`src/rtl/lcd_pkg.sv`:
```
// Shared definitions for the LCD pixel path.
//   mode_e       : per-frame pixel conversion mode
//   CSC_*        : BT.601-style 8-bit fixed-point colour conversion coefficients
//   CSC_OFFSET   : chroma offset (128 << 8) added before the >> 8
//   *_LSB        : byte lanes of a packed 24-bit pixel (R low, B high)
//   clamp_u8     : saturate an 18-bit signed fixed-point sum to an 8-bit code
package lcd_pkg;

    typedef enum logic [1:0] {
        MODE_RGB  = 2'd0,
        MODE_GRAY = 2'd1,
        MODE_YCC  = 2'd2,
        MODE_BIN  = 2'd3
    } mode_e;

    localparam int unsigned CSC_Y_R  = 77;
    localparam int unsigned CSC_Y_G  = 150;
    localparam int unsigned CSC_Y_B  = 29;
    localparam int unsigned CSC_CB_R = 43;
    localparam int unsigned CSC_CB_G = 85;
    localparam int unsigned CSC_CB_B = 128;
    localparam int unsigned CSC_CR_R = 128;
    localparam int unsigned CSC_CR_G = 107;
    localparam int unsigned CSC_CR_B = 21;
    localparam int unsigned CSC_OFFSET = 32768;

    localparam int R_LSB = 0;
    localparam int G_LSB = 8;
    localparam int B_LSB = 16;

    // Sum is value << 8; anything negative saturates to 0, anything past
    // 16 bits saturates to 255.
    function automatic logic [7:0] clamp_u8(input logic signed [17:0] s);
        logic [7:0] r;
        if (s < 0)
            r = 8'd0;
        else if (s > 18'sd65535)
            r = 8'd255;
        else
            r = s[15:8];
        return r;
    endfunction

endpackage

```
`src/rtl/picture_overlay_csc_rgb2ycbcr.sv`:
```
// Two-stage pipelined RGB888 -> YCbCr converter, fixed latency 2.
//   sys_clk : clock
//   rst     : synchronous active-high reset, clears both stages
//   rgb     : input pixel, R = [7:0], G = [15:8], B = [23:16]
//   y/cb/cr : converted components, valid 2 cycles after rgb
// Stage 1 registers the nine 16-bit unsigned products, stage 2 sums,
// shifts and clamps.
module rgb2ycbcr_pipe
    import lcd_pkg::*;
(
    input  logic        sys_clk,
    input  logic        rst,
    input  logic [23:0] rgb,
    output logic [7:0]  y,
    output logic [7:0]  cb,
    output logic [7:0]  cr
);

    logic [15:0] r16, g16, b16;
    logic [15:0] p_yr, p_yg, p_yb;
    logic [15:0] p_cbr, p_cbg, p_cbb;
    logic [15:0] p_crr, p_crg, p_crb;
    logic [15:0] y_sum;
    logic signed [17:0] cb_sum, cr_sum;

    assign r16 = {8'h00, rgb[R_LSB +: 8]};
    assign g16 = {8'h00, rgb[G_LSB +: 8]};
    assign b16 = {8'h00, rgb[B_LSB +: 8]};

    always_ff @(posedge sys_clk) begin
        if (rst) begin
            p_yr  <= '0; p_yg  <= '0; p_yb  <= '0;
            p_cbr <= '0; p_cbg <= '0; p_cbb <= '0;
            p_crr <= '0; p_crg <= '0; p_crb <= '0;
        end else begin
            p_yr  <= r16 * 16'(CSC_Y_R);
            p_yg  <= g16 * 16'(CSC_Y_G);
            p_yb  <= b16 * 16'(CSC_Y_B);
            p_cbr <= r16 * 16'(CSC_CB_R);
            p_cbg <= g16 * 16'(CSC_CB_G);
            p_cbb <= b16 * 16'(CSC_CB_B);
            p_crr <= r16 * 16'(CSC_CR_R);
            p_crg <= g16 * 16'(CSC_CR_G);
            p_crb <= b16 * 16'(CSC_CR_B);
        end
    end

    // Luma coefficients sum to 256, so the 16-bit sum cannot overflow.
    assign y_sum  = p_yr + p_yg + p_yb;
    assign cb_sum = $signed({2'b00, p_cbb}) - $signed({2'b00, p_cbr})
                  - $signed({2'b00, p_cbg}) + $signed(18'(CSC_OFFSET));
    assign cr_sum = $signed({2'b00, p_crr}) - $signed({2'b00, p_crg})
                  - $signed({2'b00, p_crb}) + $signed(18'(CSC_OFFSET));

    always_ff @(posedge sys_clk) begin
        if (rst) begin
            y  <= '0;
            cb <= '0;
            cr <= '0;
        end else begin
            y  <= y_sum[15:8];
            cb <= clamp_u8(cb_sum);
            cr <= clamp_u8(cr_sum);
        end
    end

endmodule

```
`src/rtl/picture_overlay_csc.sv`:
```
// Picture overlay engine: places a PIC_W x PIC_H ROM picture at a
// frame-latched position, clips it at the screen edges, converts each ROM
// pixel (RGB / gray / YCbCr / binary) and outputs a stream delayed by
// L = ROM_LAT + 3 cycles, with BG_COLOR outside the picture.
//   sys_clk, rst          : clock, synchronous active-high reset
//   frame_start           : latches pos_x/pos_y/mode/thresh, restarts addressing
//   pix_de, screen_x/y    : incoming raster position
//   rom_addr, rom_en      : picture ROM read port
//   rom_data              : ROM pixel, ROM_LAT cycles after rom_en
//   pix_data_out          : output pixel
//   pix_de_out            : pix_de delayed by L
//   in_win_out            : pix_data_out carries picture content
// Stream semantics: there is no backpressure. pix_de is a pure valid
// qualifier; a pixel is consumed on every clock where pix_de is high, and
// pix_de_out/in_win_out qualify pix_data_out exactly L cycles later.
module picture_overlay_csc
    import lcd_pkg::*;
#(
    parameter int unsigned PIC_W    = 355,
    parameter int unsigned PIC_H    = 200,
    parameter int unsigned X_W      = 11,
    parameter int unsigned ADDR_W   = 17,
    parameter int unsigned ROM_LAT  = 1,
    parameter logic [23:0] BG_COLOR = 24'h00FF00
) (
    input  logic              sys_clk,
    input  logic              rst,
    input  logic              frame_start,
    input  logic              pix_de,
    input  logic [X_W-1:0]    screen_x,
    input  logic [X_W-1:0]    screen_y,
    input  logic [X_W-1:0]    pos_x,
    input  logic [X_W-1:0]    pos_y,
    input  logic [1:0]        mode,
    input  logic [7:0]        thresh,
    output logic [ADDR_W-1:0] rom_addr,
    output logic              rom_en,
    input  logic [23:0]       rom_data,
    output logic [23:0]       pix_data_out,
    output logic              pix_de_out,
    output logic              in_win_out
);

    // Side-band delay from stage A to the output: ROM stage + CSC stages.
    localparam int D   = ROM_LAT + 2;
    localparam int CW  = X_W + 1;
    localparam int RCW = $clog2(PIC_H + 1);

    // Frame shadow state
    logic [X_W-1:0]    pos_x_s, pos_y_s;
    mode_e             mode_s;
    logic [7:0]        thresh_s;
    logic              armed;
    logic [ADDR_W-1:0] row_base;
    logic [RCW-1:0]    row_cnt;
    logic              line_hit;
    logic              de_d;

    // Values in force for the current pixel: frame_start wins over shadows
    logic [X_W-1:0]    eff_pos_x, eff_pos_y;
    mode_e             eff_mode;
    logic [7:0]        eff_thresh;
    logic              eff_armed;
    logic [ADDR_W-1:0] eff_row_base;

    logic [CW-1:0]     sx, sy, x_lo, x_hi, y_lo, y_hi;
    logic [X_W-1:0]    col;
    logic              in_win;
    logic              de_fall;

    always_comb begin
        eff_pos_x    = pos_x_s;
        eff_pos_y    = pos_y_s;
        eff_mode     = mode_s;
        eff_thresh   = thresh_s;
        eff_armed    = armed;
        eff_row_base = row_base;
        if (frame_start) begin
            eff_pos_x    = pos_x;
            eff_pos_y    = pos_y;
            eff_mode     = mode_e'(mode);
            eff_thresh   = thresh;
            eff_armed    = 1'b1;
            eff_row_base = '0;
        end
    end

    // One extra bit keeps a window hanging off the coordinate range from wrapping.
    assign sx   = {1'b0, screen_x};
    assign sy   = {1'b0, screen_y};
    assign x_lo = {1'b0, eff_pos_x};
    assign y_lo = {1'b0, eff_pos_y};
    assign x_hi = x_lo + CW'(PIC_W - 1);
    assign y_hi = y_lo + CW'(PIC_H - 1);
    assign col  = screen_x - eff_pos_x;

    assign in_win = eff_armed & pix_de
                  & (sy >= y_lo) & (sy <= y_hi)
                  & (sx >= x_lo) & (sx <= x_hi);

    assign de_fall = de_d & ~pix_de;

    // Shadow registers and row addressing. row_base only advances after a
    // line that actually produced window pixels, so clipped rows/columns
    // never skew the picture; it stops at the last picture row.
    always_ff @(posedge sys_clk) begin
        if (rst) begin
            pos_x_s  <= '0;
            pos_y_s  <= '0;
            mode_s   <= MODE_RGB;
            thresh_s <= '0;
            armed    <= 1'b0;
            row_base <= '0;
            row_cnt  <= '0;
            line_hit <= 1'b0;
            de_d     <= 1'b0;
        end else begin
            de_d <= pix_de;
            if (frame_start) begin
                pos_x_s  <= pos_x;
                pos_y_s  <= pos_y;
                mode_s   <= mode_e'(mode);
                thresh_s <= thresh;
                armed    <= 1'b1;
                row_base <= '0;
                row_cnt  <= '0;
                line_hit <= in_win;
            end else if (de_fall) begin
                if (line_hit && (row_cnt < RCW'(PIC_H - 1))) begin
                    row_base <= row_base + ADDR_W'(PIC_W);
                    row_cnt  <= row_cnt + 1'b1;
                end
                line_hit <= 1'b0;
            end else if (in_win) begin
                line_hit <= 1'b1;
            end
        end
    end

    // Stage A: ROM request plus side-band capture
    logic       a_de, a_win;
    mode_e      a_mode;
    logic [7:0] a_thresh;

    always_ff @(posedge sys_clk) begin
        if (rst) begin
            rom_addr <= '0;
            rom_en   <= 1'b0;
            a_de     <= 1'b0;
            a_win    <= 1'b0;
            a_mode   <= MODE_RGB;
            a_thresh <= '0;
        end else begin
            rom_en <= in_win;
            if (in_win)
                rom_addr <= eff_row_base + ADDR_W'(col);
            a_de     <= pix_de;
            a_win    <= in_win;
            a_mode   <= eff_mode;
            a_thresh <= eff_thresh;
        end
    end

    // Side-band delay lines matched to ROM + CSC latency
    logic [D-1:0] de_sr, win_sr;
    mode_e        mode_sr [D];
    logic [7:0]   thr_sr  [D];

    always_ff @(posedge sys_clk) begin
        if (rst) begin
            de_sr  <= '0;
            win_sr <= '0;
            for (int i = 0; i < D; i++) begin
                mode_sr[i] <= MODE_RGB;
                thr_sr[i]  <= '0;
            end
        end else begin
            de_sr      <= {de_sr[D-2:0], a_de};
            win_sr     <= {win_sr[D-2:0], a_win};
            mode_sr[0] <= a_mode;
            thr_sr[0]  <= a_thresh;
            for (int i = 1; i < D; i++) begin
                mode_sr[i] <= mode_sr[i-1];
                thr_sr[i]  <= thr_sr[i-1];
            end
        end
    end

    // ROM pixel delayed to line up with the CSC output
    logic [23:0] rgb_d1, rgb_d2;
    logic [7:0]  y_v, cb_v, cr_v;

    always_ff @(posedge sys_clk) begin
        if (rst) begin
            rgb_d1 <= '0;
            rgb_d2 <= '0;
        end else begin
            rgb_d1 <= rom_data;
            rgb_d2 <= rgb_d1;
        end
    end

    rgb2ycbcr_pipe u_csc (
        .sys_clk (sys_clk),
        .rst     (rst),
        .rgb     (rom_data),
        .y       (y_v),
        .cb      (cb_v),
        .cr      (cr_v)
    );

    // Goes high on the first clock after reset so the background colour
    // is held off while reset is asserted.
    logic live;

    always_ff @(posedge sys_clk) begin
        if (rst)
            live <= 1'b0;
        else
            live <= 1'b1;
    end

    // Final mux shares the cycle with the CSC sum stage.
    always_comb begin
        pix_data_out = 24'h000000;
        if (win_sr[D-1]) begin
            case (mode_sr[D-1])
                MODE_RGB:  pix_data_out = rgb_d2;
                MODE_GRAY: pix_data_out = {y_v, y_v, y_v};
                MODE_YCC:  pix_data_out = {cr_v, cb_v, y_v};
                MODE_BIN:  pix_data_out = (y_v >= thr_sr[D-1]) ? 24'hFFFFFF : 24'h000000;
                default:   pix_data_out = rgb_d2;
            endcase
        end else if (live) begin
            pix_data_out = BG_COLOR;
        end
    end

    assign pix_de_out = de_sr[D-1];
    assign in_win_out = win_sr[D-1];

endmodule

```
`config.mk`:
```
export PLATFORM = sky130hd
export DESIGN_NAME = picture_overlay_csc
export DESIGN_NICKNAME = d
export VERILOG_FILES = /design/src/rtl/lcd_pkg.sv /design/src/rtl/picture_overlay_csc_rgb2ycbcr.sv /design/src/rtl/picture_overlay_csc.sv
export SDC_FILE = /design/constraint.sdc
export NUM_CORES = 1
export LEC_CHECK = 0
export ABC_CLOCK_PERIOD_IN_PS = 4800
export CAP_MARGIN = 30
export CORE_UTILIZATION = 25
export DETAILED_ROUTE_END_ITERATION = 8
export PLACE_DENSITY_LB_ADDON = 0.3
export SYNTH_ARGS = -nofsm -noshare
export SYNTH_HDL_FRONTEND = slang
export SYNTH_SLANG_ARGS = --single-unit
export TNS_END_PERCENT = 50
```
`constraint.sdc`:
```
create_clock -name sys_clk -period 4.8 [get_ports sys_clk]
set_input_delay 0.96 -clock sys_clk [delete_from_list [all_inputs] [get_ports sys_clk]]
set_output_delay 0.96 -clock sys_clk [all_outputs]
set_load 0.01 [all_outputs]
```
==> impl_results.md <==
- Post-synth ARST share: 0
- Max cap viols: 0
- EDFF count, synth: 0
- Die area: around 0.082 mm2
- Hold crit path type: reg2reg
- Status: finished clean
- Synth Flop Type: dfxtp_1
- Net count, final: approximately 3000
- Fillers: around 8400
- Design internal power: just over 7 mW
- Synth Area per Inst: about 9.2 um2
- Post-synthesis cell area: a little over 0.02 mm2
- Initial Util: 0.254
- CORE AREA: roughly 0.079 mm2
- Avg WL per Cell: between 10 and 15 um
- Relative slew slack: 0.384
- Clk network pwr share: 0.229
- Final Util: 0.310
- Post-Route WL: around 50000 um
- RSZ-0062 raised after global routing: yes
- CP max FO: 8
- Fin area: roughly 0.025 mm2
- P&R area growth vs syn: 22.2%
- Lkg Pwr: between 10 and 15 nW
- Largest net degree at the start of global routing: 183
- Row Count: around 100
- Commonest non-fill, non-tap cell in the layout: ha_1
- Seq pwr share: 0.240
- VDD IR max: 0.252 mV
- Port Buffers: between 100 and 150
- RD Place Congestion: around 0.82
- Clock Tree Root: clkbuf_16
- Crit path kind: reg2out
- DR iter-0 viols: approximately 530
- Post-synth top area cell: dfxtp_1
- First-pass GRT wire length: ~83000 um
- CP required: about 3.8 ns
- M2 GR Usage: 0.207
- Synth top area share: 0.269
- Sw frac: 0.400
- Met3 usage: 0.0161
- Buffer count from post-CTS setup fixing: 0
- Final ANT Viol Nets: 0
- Fin. Hold Viols: 0
- Die H: 286 um
- Worst-path clk slew: around 0.060 ns
- Via Count: about 15000
- Register area share after synthesis: 0.269
- Critical Path Start Type: flip-flop
- Max Slew Vio Count: 0
- Pwr/cell area: about 480 mW/mm2
- Layout cells sized above 1: 0.0953
- Post-route DRC: 0
- Total grt overflow: 0
- H-tree Lvls: 2
- Combinational Power Share: 0.531
- Via density: 4.32
- Cts hold-fix bufs: 0
- Post-DP HPWL: 42300 um
- Top cells by area, synth: dfxtp_1, ha_1, fa_1, inv_1, xnor2_1
- Switch Pwr: 4.72 mW
- Synthesized flop and latch total: between 200 and 300
- Clock sink count: approximately 270
- CP Data Arrival Time: ~3.5 ns
- Crit. End Element: output port
- Final min period: between 4 and 5 ns
- Placed inst area: 0.0234 mm2
- Drt first pass iters: 4
- Clk Latency, worst-skew pair: roughly 0.54 ns
- GR Layer Usage met1: 0.175
- Syn Inst Count: 2197
- Number of global-route vias before repair: 15500
- Setup violators final: 0
- Synth warn: 0
- CTS tree: done
- DIE WIDTH: ~290 um
- Cts bufs inserted: 34
- Peak Freq: approximately 220 MHz
- Skew final: between 0.015 and 0.02 ns
- Final Cycle Share: 0.935
- Max Root-Sink Buffers: 3
- Yosys cell types: 82
- Tot GR Track Use: 0.127
- Syn Nets: about 2700
- Worst slew pin tran: 0.923 ns
- Initial antenna violation count: 4
- Commonest cells after routing, fill and taps aside: ha_1, dfxtp_1, inv_1
- Number of gates resized after CTS: 0
- Worst hold margin: about 0.44 ns
- Busiest grt layer: met2
- Num ports: 126
[cells by family after synthesis]
logic type,after synthesis,share of synthesized area
buffers and inverters,313,0.0609
multiplexers,55,0.0284
XOR/XNOR,162,0.0703
adder cells (fa/ha/maj),433,0.296
flip-flops,271,0.269
AO/OA/AOI/OAI,396,0.137
AND/OR/NAND/NOR,567,0.138
[worst paths after layout]
path	from	to	slack, ns	cells past startpoint
hold reg to reg	thr_sr[0][2]$_SDFF_PP0_	thr_sr[0][10]$_SDFF_PP0_	0.44	1
setup reg to reg	rgb_d1[8]$_SDFF_PP0_	u_csc.cr[0]$_SDFF_PP0_	0.47	15
setup / recovery	u_csc.y[0]$_SDFF_PP0_	pix_data_out[8]	0.31	11
hold / removal	thr_sr[0][2]$_SDFF_PP0_	thr_sr[0][10]$_SDFF_PP0_	0.44	1
[worst max-delay path, cell delays in order, from the launching register on]
cell,delay [ns]
dfxtp_1,0.33
inv_1,0.10
ha_1,0.28
nand2b_1,0.14
a21o_1,0.17
a21o_1,0.17
a21o_1,0.17
a21oi_1,0.13
o21ai_0,0.11
a21oi_1,0.60
a211oi_1,0.23
clkdlybuf4s50_1,0.55
[area by class of cell]
cell class / instances / area (um2) / area share
multi-input cells: 1613 / 13500 / 0.549
flip-flops and latches: 271 / 5430 / 0.220
repair buffers: 247 / 2200 / 0.0892
well taps: 1050 / 1310 / 0.0533
inverters: 263 / 987 / 0.0401
clock buffers: 42 / 932 / 0.0378
clock inverters: 20 / 253 / 0.0103
diodes: 4 / 10.0 / 0.000406
[Yosys cell counts (6+ instances only)]
cell	instances
a2111oi_0	6
a211oi_1	19
a21o_1	41
a21oi_1	111
a31o_2	7
a31oi_1	12
and3_1	10
clkbuf_1	36
dfxtp_1	271
fa_1	74
ha_1	359
inv_1	263
mux2_2	9
mux2i_1	43
nand2_1	64
nand2b_1	17
nand3_1	32
nand3b_1	9
nand4_1	12
nor2_1	226
nor2b_1	117
nor3_1	44
o211ai_1	22
o211ai_2	6
o21a_1	26
o21ai_0	57
o21bai_1	15
o22ai_1	9
o31ai_1	9
o41ai_1	6
or3_1	10
xnor2_1	98
xor2_1	64
[through the flow]
step / total power [mW] / TNS [ns] / worst slack, ns / std cells
after floorplan: 7.44 / 0 / 0.0398 / 2197
after global placement: 9.16 / -0.260 / -0.109 / 3443
after detailed placement: 9.13 / -0.487 / -0.155 / 3444
after CTS: 11.9 / 0 / 0.251 / 3506
after global routing: 12.9 / -0.00822 / -0.00763 / 3509
final: 11.8 / 0 / 0.312 / 3510
[state kept, by name, summed over array words and instances, names as in the netlist, 2 cells and up]
| register | count |
|---|---|
| u_csc.p_yb | 10 |
| u_csc.p_cbg | 13 |
| pos_y_s | 11 |
| u_csc.p_cbr | 13 |
| row_cnt | 8 |
| pos_x_s | 11 |
| rgb_d1 | 24 |
| u_csc.p_crb | 11 |
| a_mode | 2 |
| u_csc.y | 8 |
| u_csc.cb | 8 |
| win_sr | 3 |
| a_thresh | 8 |
| u_csc.p_yg | 14 |
| mode_sr | 6 |
| row_base | 17 |
| rom_addr | 17 |
| de_sr | 3 |
| u_csc.p_yr | 13 |
| rgb_d2 | 24 |
| thr_sr | 24 |
| u_csc.p_crg | 10 |
| u_csc.cr | 8 |
[routing by layer]
metal | wire length [um] | vias up
li1 | - | 7973
met1 | 25900 | 6981
met2 | 23200 | 148
met3 | 1320 | 56
met4 | 1100 | 0
met5 | 0 | -
[power by group through the flow]
stage	Clock [mW]	Combinational [mW]	Sequential (mW)
2_1_floorplan	0	4.68	2.76
6_report	2.70	6.26	2.82
3_5_place_dp	0	6.25	2.88
4_1_cts	2.80	6.30	2.83
5_1_grt	2.88	7.13	2.86
3_3_place_gp	0	6.28	2.88
Note: power is estimated with default switching activity, not from simulation.
==> patch 1, RTL diff (same flow settings) <==
Put a register stage on the outputs `pix_de_out` and `in_win_out`, cleared by the reset. The values now appear one clock later. The other outputs are not delayed to match. Comments in the files are not updated.
--- a/src/rtl/picture_overlay_csc.sv
+++ b/src/rtl/picture_overlay_csc.sv
@@ -237,6 +237,13 @@
     end
 
-    assign pix_de_out = de_sr[D-1];
-    assign in_win_out = win_sr[D-1];
+    always_ff @(posedge sys_clk) begin
+        if (rst) begin
+            pix_de_out <= '0;
+            in_win_out <= '0;
+        end else begin
+            pix_de_out <= de_sr[D-1];
+            in_win_out <= win_sr[D-1];
+        end
+    end
 
 endmodule
Check against the original RTL: not equivalent (Yosys sat finds a counterexample within 10 cycles, from zero or initial values and one cycle with rst high).
==> patch 1 against the unedited design <==
Final area grew 0.30%; area after synthesis grew 0.17%; critical path depth is the same; sequential cell count grew 2; wire length grew 0.50%; setup slack gained 0.12 ns; fmax grew 2.8%; register-to-register slack gained 0.15 ns; power grew 1.4%; synthesized cell count grew 0.14%.
==> patch 1: results (changes against the unedited design) <==
Status
  • Run status: finished, final reports clean

GRT
  • Antenna violations before repair: 1 (-3)
  • Maximum number of pins on one net before global-route repair: 87 (-52%)
  • First-pass GRT wire length: 82.7 mm (-0.16%)
  • Global routing usage summed across all routing layers: 12.7% (about the same)

Placed design
  • Placed cell areas: 0.0234 mm² (-0.28%)
  • DP Worst Slack: -0.0935 ns (+0.0618 ns)
  • Number of placed instances, taps included: 3437 (-0.20%)

Worst setup path
  • Critical R2R Capture: u_csc.cr[4]
  • Arrival @ worst endpoint: 3.41 ns (-0.12 ns)
  • Delay of the slowest cell on the worst path: 0.51 ns (-0.09 ns)
  • Cells on worst reg2reg path: 16 (+1)

Synth
  • Xor and xnor fraction of the mapped netlist area: 7.24% (+0.20 points)
  • Top cells by count, synth: sky130_fd_sc_hd__ha_1, sky130_fd_sc_hd__dfxtp_1, sky130_fd_sc_hd__inv_1
  • Synthesized area per cell: 9.18 µm² (about the same)
  • Syn nets: 2714 (+0.074%)
  • Complex-gate fraction of the synthesized area: 13.0% (-0.67 points)
  • Cells taking the most area after synthesis: sky130_fd_sc_hd__dfxtp_1, sky130_fd_sc_hd__ha_1, sky130_fd_sc_hd__fa_1
  • Share of synthesized area spent on multiplexers: 3.10% (+0.26 points)
  • Count of cell types in the netlist: 88 (+7.3%)
  • Adder-cell share of the synthesized area: 29.5% (-0.11 points)

Detailed routing
  • DRT Wirelength: 51.8 mm (+0.50%)
  • DR vias: 15300 (+1.1%)
  • 1st-pass router iterations: 5 (+1)

Clock network
  • TritonCTS buffer count: 38 (+12%)
  • Clk Latency, worst-skew pair: 0.56 ns (+0.02 ns)

STA
  • Max-Slew Margin vs Limit: 50.5% (+12 points)
  • Max Clock Skew: 0.0176 ns (-0.00201 ns)
  • Final hold slack: 0.427 ns (-0.00923 ns)
  • Share of the cycle needed by the critical path after routing: 91.0% (-2.5 points)

Finish
  • Post-route insts no fill: 3508 (-0.057%)
  • Post-layout nets: 2942 (-0.10%)
  • Fraction of layout instances using a drive strength above 1: 10.1% (+0.60 points)

Power and ir drop
  • Static leakage: 11.3 nW (+0.78%)
  • Max IR drop VDD: 0.267 mV (+6.0%)

Min path
  • Hold path start: rgb_d1[10]
  • Terminating pin of the worst hold path: rgb_d2[10]
==> patch 1: changes by cell type after synthesis, moves of 7 or more <==
cell,before,now
sky130_fd_sc_hd__a211oi_1,19,27
sky130_fd_sc_hd__nor3_1,44,32
sky130_fd_sc_hd__nand2_1,64,83
sky130_fd_sc_hd__nor2_1,226,208
sky130_fd_sc_hd__nand3_2,0,7
sky130_fd_sc_hd__xor2_1,64,76
sky130_fd_sc_hd__nand3b_1,9,2
sky130_fd_sc_hd__mux2i_2,3,11
sky130_fd_sc_hd__nor2b_1,117,126
sky130_fd_sc_hd__xnor2_1,98,91
sky130_fd_sc_hd__mux2i_1,43,29
sky130_fd_sc_hd__a21oi_1,111,120
sky130_fd_sc_hd__nand3_1,32,19
==> patch 1: report_power, final <==
group | internal [mW] | total [mW] | switching, mW
combinational | 2.72 | 6.22 | 3.50
clock | 1.80 | 2.92 | 1.12
sequential | 2.62 | 2.81 | 0.188
==> patch 1: final cells by class <==
cell class | instances | area (µm²)
fillers | 8339 | 54800
multi-input cells | 1611 | 13500
flip-flops and latches | 273 | 5470
repair buffers | 241 | 2150
well taps | 1050 | 1310
clock buffers | 52 | 1070
inverters | 263 | 987
clock inverters | 18 | 234
==> patch 1: worst max path at each step <==
stage / cells past startpoint / to / from
3_5_place_dp: 18 / u_csc.p_cbg[13] / rom_data[9]
4_1_cts: 11 / pix_data_out[1] / u_csc.y[0]
5_1_grt: 11 / pix_data_out[12] / u_csc.y[0]
6_report: 11 / pix_data_out[15] / u_csc.y[0]
3_3_place_gp: 14 / u_csc.p_cbr[13] / rom_data[2]
2_1_floorplan: 19 / rom_addr[13] / frame_start
==> patch 1: metal layers <==
layer | part of all wire, % | track usage, %
met1 | 52 | 18.4
met5 | 0 | 0
met3 | 3.5 | 1.98
met4 | 2.2 | 3.50
met2 | 42 | 19.5
==> patch 2, RTL diff (same flow settings) <==
Made on the original files. The parameter `X_W` goes from 11 to 22.
--- a/src/rtl/picture_overlay_csc.sv
+++ b/src/rtl/picture_overlay_csc.sv
@@ -19,5 +19,5 @@
     parameter int unsigned PIC_W    = 355,
     parameter int unsigned PIC_H    = 200,
-    parameter int unsigned X_W      = 11,
+    parameter int unsigned X_W      = 22,
     parameter int unsigned ADDR_W   = 17,
     parameter int unsigned ROM_LAT  = 1,
Interface: changed (resized pos_x, pos_y, screen_x and screen_y); port bits go from 126 to 170. The function was not compared with the original's and may differ.
==> patch 2 against the unedited design <==
Sequential cell count rose by 22; sequential share of layout area fell by 1.5 points; power rose by 7.1%; final area rose by 16%; via count rose by 18%; fmax barely moved; setup slack improved by 0.00074 ns; wire length rose by 18%; count of clock-buffer cells in the layout rose by 5; global-route usage rose by 0.53 points; area after synthesis rose by 13%.
==> patch 2: results (changes against the unedited design) <==
Power and ir drop
  • Max IR drop VDD: 0.307 mV (+22%)
  • Static leakage: 13.2 nW (+18%)
  • Clk. pwr: 2.90 mW (+7%)
  • Net switching power: 5.03 mW (+6.7%)

Clock network
  • TritonCTS buffer count: 37 (+8.8%)

GRT
  • Met3 global-route usage: 2.00% (+0.39 points)
  • GRT met1 Usage: 18.3% (+0.75 points)
  • First-pass GRT wire length: 98.3 mm (+19%)
  • Met2 Usage GRT: 21.4% (+0.76 points)

Worst setup path
  • Beginning of the critical path: pos_y[1]
  • Maximum fanout encountered on the critical timing path: 20 (+12)
  • Startpoint of the worst register-to-register path: u_csc.p_yg[5]
  • Cells on worst reg2reg path: 16 (+1)
  • Critical R2R Capture: u_csc.cr[4]
  • Delay of the slowest cell on the worst path: 0.53 ns (-0.07 ns)
  • Capturing element of the worst setup path: rom_addr[8]

Finish
  • Fraction of layout instances using a drive strength above 1: 10.2% (+0.69 points)
  • Count of multi-input gates: 1889 (+17%)
  • Clock-cell share of area: 4.36% (-0.45 points)
  • Layout non-clock buf frac: 11.3% (+2.4 points)
  • Plain + repair buffers: 368 (+49%)

Status
  • Run status: finished, final reports clean

Synth
  • #FFs+latches synth: 293 (+8.1%)
  • Count of cell types in the netlist: 78 (-4.9%)
  • Top cells by count, synth: sky130_fd_sc_hd__ha_1, sky130_fd_sc_hd__inv_1, sky130_fd_sc_hd__dfxtp_1

Detailed routing
  • 1st-pass router iterations: 5 (+1)
  • Wire length on met2: 26.9 mm (+16%)
  • Drt initial violations: 690 (+30%)
  • Routed wl met3: 1.89 mm (+44%)
  • Length of routed wiring on met1: 30.5 mm (+18%)
  • Top Layer Used: met5
  • Drt wl/cell: 14.8 µm (+0.64%)
  • DR vias: 17900 (+18%)

Floorplan
  • Standard-cell row count: 110 (+6.8%)

Placed design
  • Placed cell areas: 0.0273 mm² (+16%)
  • DP Worst Slack: -0.383 ns (-0.228 ns)
  • Buffers added on ports: 169 (+35%)
  • Routability congestion estimate from global placement: 0.833 (+0.97%)

STA
  • Max Clock Skew: 0.0181 ns (-0.00153 ns)
  • Final min period: 4.49 ns (-0.000736 ns)
  • Max-Slew Margin vs Limit: 50.0% (+12 points)
-- patch 2: cell count changes in the layout (fill, tap and decap cells not counted), sizes merged, moves of 31 or more --
cell | before | now
buf | 123 | 200
clkdlybuf4s50 | 123 | 167
ha | 359 | 409
inv | 267 | 324
mux2i | 46 | 77
nand2 | 65 | 122
nor2 | 226 | 268
o21ai | 63 | 96
-- patch 2: cells by family after synthesis --
family	synth area share (%)
buffers and inverters	6.41
multiplexers	3.91
flip-flops	25.8
adder cells (fa/ha/maj)	30.1
XOR/XNOR	6.88
AND/OR/NAND/NOR	14.9
AO/OA/AOI/OAI	12.1
-- patch 2: metrics by stage --
stage,util (%),TNS [ns],instances
after detailed placement,30.3,-7.34,4047
final,31.7,0,4115
after floorplan,-,-6.74,2559
after CTS,31.6,0,4113
after global routing,31.7,0,4115
after global placement,30.3,-5.64,4047
-- patch 2: timing repair --
item                                    CTS  global route
endpoints found under the setup margin    0            17
gates resized for setup                   0             4
hold endpoints to repair                  0             0
buffers inserted                          0             0
